===== config.mk =====
export PLATFORM = sky130hd
export DESIGN_NAME = mem_access_unit
export DESIGN_NICKNAME = d
export VERILOG_FILES = /design/src/rtl/mem_access_unit_pkg.sv /design/src/rtl/mem_lane_align.sv /design/src/rtl/mem_access_unit.sv
export SDC_FILE = /design/constraint.sdc
export NUM_CORES = 1
export LEC_CHECK = 0
export CAP_MARGIN = 10
export CORE_UTILIZATION = 48
export CTS_CLUSTER_SIZE = 16
export DETAILED_ROUTE_END_ITERATION = 6
export HOLD_SLACK_MARGIN = 0.08
export PLACE_DENSITY_LB_ADDON = 0.12
export SYNTH_ARGS = -nofsm -noshare
export SYNTH_HDL_FRONTEND = slang
export SYNTH_SLANG_ARGS = --single-unit

===== constraint.sdc =====
create_clock -name clk -period 4.9 [get_ports clk]
set_input_delay 0.735 -clock clk [delete_from_list [all_inputs] [get_ports clk]]
set_output_delay 0.735 -clock clk [all_outputs]
set_load 0.1 [all_outputs]

===== src/rtl/mem_access_unit_pkg.sv =====
// Shared encodings for the load/store unit: memory access sizes, FSM states
// and enable/disable constants.
package mem_access_unit_pkg;

  localparam logic [1:0] MEM_BYTE = 2'b00;
  localparam logic [1:0] MEM_HALF = 2'b01;
  localparam logic [1:0] MEM_WORD = 2'b10;
  localparam logic [1:0] MEM_RSVD = 2'b11;

  localparam logic ENABLE  = 1'b1;
  localparam logic DISABLE = 1'b0;

  typedef enum logic [1:0] {
    ST_IDLE = 2'b00,
    ST_REQ  = 2'b01,
    ST_DONE = 2'b10,
    ST_ERR  = 2'b11
  } mau_state_e;

endpackage


===== src/rtl/mem_lane_align.sv =====
// Combinational lane logic: byte enables, store-data replication, load lane
// extraction with sign/zero extension, and the alignment check.
import mem_access_unit_pkg::*;

module mem_lane_align (
  input  logic [1:0]  mem_type,
  input  logic        mem_sign,
  input  logic [1:0]  addr_lo,
  input  logic [31:0] wdata,
  input  logic [31:0] bus_rdata,
  output logic [3:0]  be,
  output logic [31:0] wdata_rep,
  output logic [31:0] rdata_ext,
  output logic        misaligned
);

  logic [7:0]  b_sel;
  logic [15:0] h_sel;

  always_comb begin
    b_sel      = bus_rdata[{addr_lo, 3'b000} +: 8];
    h_sel      = addr_lo[1] ? bus_rdata[31:16] : bus_rdata[15:0];
    be         = 4'b0000;
    wdata_rep  = wdata;
    rdata_ext  = bus_rdata;
    misaligned = 1'b0;
    case (mem_type)
      MEM_BYTE: begin
        be        = 4'b0001 << addr_lo;
        wdata_rep = {4{wdata[7:0]}};
        rdata_ext = {{24{~mem_sign & b_sel[7]}}, b_sel};
      end
      MEM_HALF: begin
        be         = 4'b0011 << addr_lo;
        wdata_rep  = {2{wdata[15:0]}};
        rdata_ext  = {{16{~mem_sign & h_sel[15]}}, h_sel};
        misaligned = addr_lo[0];
      end
      MEM_WORD: begin
        be         = 4'b1111;
        misaligned = (addr_lo != 2'b00);
      end
      default: misaligned = 1'b1;
    endcase
  end

endmodule


===== src/rtl/mem_access_unit.sv =====
// Load/store unit: turns one decoded memory op into a word-aligned req/ack bus
// transaction. Build with MAU_TIMEOUT_EN to abort requests left unacknowledged.
import mem_access_unit_pkg::*;

module mem_access_unit #(
  parameter int ADDR_W      = 32,
  parameter int DATA_W      = 32,
  parameter int TIMEOUT_CYC = 16
) (
  input  logic              clk,
  input  logic              rstn,
  input  logic              start,
  input  logic              rmem,
  input  logic              wmem,
  input  logic [1:0]        mem_type,
  input  logic              mem_sign,
  input  logic [ADDR_W-1:0] addr,
  input  logic [DATA_W-1:0] wdata,
  output logic [DATA_W-1:0] rdata,
  output logic              done,
  output logic              busy,
  output logic              misalign,
  output logic              bus_req,
  output logic              bus_we,
  output logic [ADDR_W-1:0] bus_addr,
  output logic [3:0]        bus_be,
  output logic [DATA_W-1:0] bus_wdata,
  input  logic              bus_ack,
  input  logic [DATA_W-1:0] bus_rdata,
  output logic              bus_err,
  output mau_state_e        dbg_state
);

  // The counter is 8 bits wide, so the abort threshold must fit in it.
  if (TIMEOUT_CYC < 1 || TIMEOUT_CYC > 255) begin : g_bad_timeout_cfg
    $error("TIMEOUT_CYC must be in 1..255");
  end

  // Bus handshake: bus_req rises with bus_addr/we/be/wdata valid and they hold
  // unchanged until a cycle in which bus_ack is sampled high; bus_rdata is only
  // looked at in that same cycle, and bus_req drops on the following cycle.
  mau_state_e        state, state_n;
  logic              bus_req_n, bus_we_n, done_n, busy_n, misalign_n, bus_err_n;
  logic [ADDR_W-1:0] bus_addr_n;
  logic [3:0]        bus_be_n;
  logic [DATA_W-1:0] bus_wdata_n, rdata_n;
  logic [1:0]        cap_type, cap_type_n, cap_lane, cap_lane_n;
  logic              cap_sign, cap_sign_n;

  logic [1:0]  la_type, la_lane;
  logic        la_sign, la_mis;
  logic [3:0]  la_be;
  logic [31:0] la_wdata, la_rdata;

  // Live decoder inputs drive the lanes while idle; the captured copies take
  // over once a request is outstanding so the load extraction stays stable.
  assign la_type = (state == ST_IDLE) ? mem_type  : cap_type;
  assign la_sign = (state == ST_IDLE) ? mem_sign  : cap_sign;
  assign la_lane = (state == ST_IDLE) ? addr[1:0] : cap_lane;

  mem_lane_align u_lane (
    .mem_type   (la_type),
    .mem_sign   (la_sign),
    .addr_lo    (la_lane),
    .wdata      (wdata),
    .bus_rdata  (bus_rdata),
    .be         (la_be),
    .wdata_rep  (la_wdata),
    .rdata_ext  (la_rdata),
    .misaligned (la_mis)
  );

`ifdef MAU_TIMEOUT_EN
  localparam logic [7:0] TMO_LAST = 8'(TIMEOUT_CYC - 1);
  logic [7:0] tmo_cnt, tmo_cnt_n;
`endif

  always_comb begin
    state_n     = state;
    bus_req_n   = bus_req;
    bus_we_n    = bus_we;
    bus_addr_n  = bus_addr;
    bus_be_n    = bus_be;
    bus_wdata_n = bus_wdata;
    rdata_n     = rdata;
    cap_type_n  = cap_type;
    cap_sign_n  = cap_sign;
    cap_lane_n  = cap_lane;
    done_n      = 1'b0;
    misalign_n  = 1'b0;
    bus_err_n   = 1'b0;
`ifdef MAU_TIMEOUT_EN
    tmo_cnt_n   = tmo_cnt;
`endif
    case (state)
      ST_IDLE: begin
        if (start && (rmem || wmem)) begin
          if ((rmem && wmem) || la_mis) begin
            state_n    = ST_ERR;
            done_n     = 1'b1;
            misalign_n = 1'b1;
          end else begin
            state_n     = ST_REQ;
            bus_req_n   = ENABLE;
            bus_we_n    = wmem;
            bus_addr_n  = {addr[ADDR_W-1:2], 2'b00};
            bus_be_n    = la_be;
            bus_wdata_n = la_wdata;
            cap_type_n  = mem_type;
            cap_sign_n  = mem_sign;
            cap_lane_n  = addr[1:0];
`ifdef MAU_TIMEOUT_EN
            tmo_cnt_n   = 8'd0;
`endif
          end
        end
      end
      ST_REQ: begin
        if (bus_ack) begin
          state_n   = ST_DONE;
          bus_req_n = DISABLE;
          done_n    = 1'b1;
          if (!bus_we) rdata_n = la_rdata;
        end
`ifdef MAU_TIMEOUT_EN
        else if (tmo_cnt == TMO_LAST) begin
          state_n   = ST_DONE;
          bus_req_n = DISABLE;
          done_n    = 1'b1;
          bus_err_n = 1'b1;
        end else begin
          tmo_cnt_n = tmo_cnt + 8'd1;
        end
`endif
      end
      ST_DONE: state_n = ST_IDLE;
      ST_ERR:  state_n = ST_IDLE;
      default: state_n = ST_IDLE;
    endcase
    busy_n = (state_n != ST_IDLE);
  end

  always_ff @(posedge clk or negedge rstn) begin
    if (!rstn) begin
      state     <= ST_IDLE;
      bus_req   <= 1'b0;
      bus_we    <= 1'b0;
      bus_addr  <= '0;
      bus_be    <= 4'b0000;
      bus_wdata <= '0;
      rdata     <= '0;
      done      <= 1'b0;
      busy      <= 1'b0;
      misalign  <= 1'b0;
      bus_err   <= 1'b0;
      cap_type  <= MEM_BYTE;
      cap_sign  <= 1'b0;
      cap_lane  <= 2'b00;
`ifdef MAU_TIMEOUT_EN
      tmo_cnt   <= 8'd0;
`endif
    end else begin
      state     <= state_n;
      bus_req   <= bus_req_n;
      bus_we    <= bus_we_n;
      bus_addr  <= bus_addr_n;
      bus_be    <= bus_be_n;
      bus_wdata <= bus_wdata_n;
      rdata     <= rdata_n;
      done      <= done_n;
      busy      <= busy_n;
      misalign  <= misalign_n;
      bus_err   <= bus_err_n;
      cap_type  <= cap_type_n;
      cap_sign  <= cap_sign_n;
      cap_lane  <= cap_lane_n;
`ifdef MAU_TIMEOUT_EN
      tmo_cnt   <= tmo_cnt_n;
`endif
    end
  end

  assign dbg_state = state;

endmodule


==> flow_summary.json <==
{
  "result_of_the_run": "complete, no violations",
  "grt_first_pass_wirelength_um": 24300,
  "grt_pass1_vias": 4789,
  "placement.io_buffers": 209,
  "timing.final.crit_share_pct": 78.1,
  "coreArea_sq_mm": 0.0110,
  "drt_drc_violations_left": 0,
  "worstHoldPathType": "reg -> reg",
  "fin_tns_setup_ps": 0,
  "critPathLaunchType": "register",
  "clock_sinks": 110,
  "setup_repair_after_global_routing_missed_its_margin": "false",
  "area.sequential_sq_mm": 0.00275,
  "cts.repair.resized": 0,
  "antenna_violating_nets_post_route": 0,
  "detailed_place_hpwl_um": 11100,
  "finalWeightedCongestion": 0.820,
  "grt_start_max_net_pins": 72,
  "maxClockFrequency_mhz": 261,
  "core.rowCount": 38,
  "cts-root-buf": "clkbuf_16",
  "drive_above_1_share_pct": 10.8,
  "clk_pin_slew_ps": 70,
  "synth_seq_area_share_pct": 50.1,
  "clock_buffer_count_from_cts": 9,
  "layout.cells.most_common_list": "208 x clkdlybuf4s50_1, 110 x dfrtp_1, 60 x mux2_1, 43 x a21oi_1, 40 x nand2_1",
  "worstSkewPairLatency_ps": 350,
  "ctsLongestPathBuffers": 2,
  "fp.dieW_um": 109,
  "design.portCount": 213,
  "required_ps": 5130,
  "synth_seq_cells": 110,
  "first_pass_iters": 4,
  "cp.arrival_ps": 4060,
  "num_vias": 4650,
  "fin_skew_ps": 9.21,
  "timing_worst_slew_pin_value_ps": 1130,
  "cts_tree": "yes",
  "final_hold_viol_count": 0,
  "viasPerCell": 5.65,
  "post_synth.cell_area_avg_sq_um": 11.2,
  "num-nets-final": 784,
  "worst-setup-path-type": "reg -> reg",
  "mapped_cell_area_sq_mm": 0.00549,
  "die-height_um": 109,
  "maxCapViolCount": 0,
  "post_cts_buffers": 0,
  "slew_headroom_pct": 24.7,
  "drtIter0Drc": 230,
  "synth.distinct_cells": 47,
  "syn_inst": 490,
  "setup_violations": 0,
  "ctsHtreeMaxLevel": 3,
  "initial_standard_cell_utilization_of_the_core_pct": 50.0,
  "multiInputGateArea_sq_mm": 0.00255,
  "number_of_antenna_violations_at_the_first_check_in_global_routing": 0,
  "cts_hold_repair.buffers": 0,
  "timing_max_transition_violations_final": 0,
  "synth-warning-count": 0,
  "mostFrequentLayoutCell": "clkdlybuf4s50_1",
  "layout.filler_cells": 830,
  "worstSetupEndpointType": "register",
  "fp.dieArea_sq_mm": 0.0119,
  "grt_overflow_total": 0,
  "track_usage_pct": 27.1,
  "num_antenna_cells": 0,
  "area_overhead_of_the_layout_relative_to_synthesis_pct": 44.0,
  "drt-total-wl_um": 15400,
  "wl_per_cell_um": 18.7,
  "cp_max_fo": 64,
  "timing.final.crit_period_ps": 3830
}
registers in the layout, summed over array words and instances, names as in the netlist:
register / count
bus_wdata: 32
rdata: 32
bus_addr: 30
bus_be: 4
cap_lane: 2
cap_type: 2
dbg_state: 2
bus_req: 1
bus_we: 1
busy: 1
cap_sign: 1
done: 1
misalign: 1
cell usage after synthesis (all sizes together):
cell type / n / area (sq um)
and3: 1 / 6.26
mux2: 74 / 833
a2111oi: 1 / 8.76
nor2: 32 / 123
or3: 1 / 6.26
clkbuf: 13 / 48.8
dfrtp: 110 / 2750
o21a: 8 / 60.1
conb: 1 / 3.75
a21oi: 55 / 328
nand3b: 8 / 60.1
buf: 24 / 151
mux2i: 20 / 213
nand2b: 4 / 25.0
o31ai: 4 / 30.0
nor4b: 1 / 23.8
nor3b: 5 / 37.5
nand4: 2 / 12.5
nor2b: 2 / 12.5
o211ai: 9 / 72.6
a211oi: 2 / 32.5
a21o: 1 / 7.51
or2: 2 / 15.0
or3b: 1 / 11.3
nand3: 9 / 45.0
nand2: 41 / 161
a21boi: 1 / 7.51
or4b: 1 / 10.0
o22ai: 1 / 12.5
a31oi: 10 / 62.6
o21ai: 19 / 95.1
a31o: 16 / 140
nor3: 2 / 10.0
a2bb2oi: 7 / 61.3
nor4: 2 / 12.5
path summary, 6_finish.rpt:
path / startpoint / end / slack (ps) / cells past startpoint
worst max register to register: dbg_state[1]$_DFF_PN0_ / bus_addr[28]$_DFFE_PN0P_ / 1070 / 5
worst min-delay path: bus_addr[7]$_DFFE_PN0P_ / bus_addr[7]$_DFFE_PN0P_ / 490 / 1
max in group asynchronous: rstn / rdata[13]$_DFFE_PN0P_ / 3300 / 2
min in group asynchronous: rstn / bus_wdata[6]$_DFFE_PN0P_ / 530 / 1
worst max-delay path: dbg_state[1]$_DFF_PN0_ / bus_addr[28]$_DFFE_PN0P_ / 1070 / 5
worst min register to register: bus_addr[7]$_DFFE_PN0P_ / bus_addr[7]$_DFFE_PN0P_ / 490 / 1
logic make-up (layout without fill, tap and decap cells):
family	count (synthesis)	count (layout)	synth area share, %
other	1	3	0.0683
DFF	110	110	50.1
muxes	94	94	19.0
buffers and inverters	37	228	3.64
AOI/OAI and AO/OA	134	134	16.7
and+or+nand+nor	114	114	10.4
routing by layer:
metal	up-vias	GRT usage (%)	wire length, um
met5	-	0	0
met4	0	11.8	496
met3	35	8.97	1310
met2	193	43.0	7340
met1	2269	33.6	6260
li1	2153	-	-
layout make-up:
type | instances | share of cell area, %
Sequential cell | 110 | 34.8
Clock buffer | 10 | 3.02
Multi-Input combinational cell | 345 | 32.3
Tap cell | 140 | 2.21
Clock inverter | 5 | 0.870
Timing Repair Buffer | 213 | 26.8
critical path, stage by stage, from the launching register on:
cell	delay, ps
dfrtp_1	510
nor2_2	460
mux2_2	730
o22ai_2	740
nand2_4	690
mux2_1	550
metrics by stage:
| stage | cell area [sq um] | hold WS (ps) | worst slack (ps) | std cells | util [%] |
|---|---|---|---|---|---|
| finish | 7910 | 491 | 1070 | 823 | 72.0 |
| global route | 7910 | 515 | 836 | 823 | 72.0 |
| CTS | 7910 | 498 | 1100 | 823 | 72.0 |
| detailed placement | 7600 | 479 | 913 | 808 | 69.2 |
| global placement | 7600 | 464 | 996 | 808 | 69.2 |
| floorplan | 5500 | 439 | 2340 | 492 | - |
Power is not shown: default switching activity piles up to over one toggle a cycle in this logic, so the estimate is an artifact.
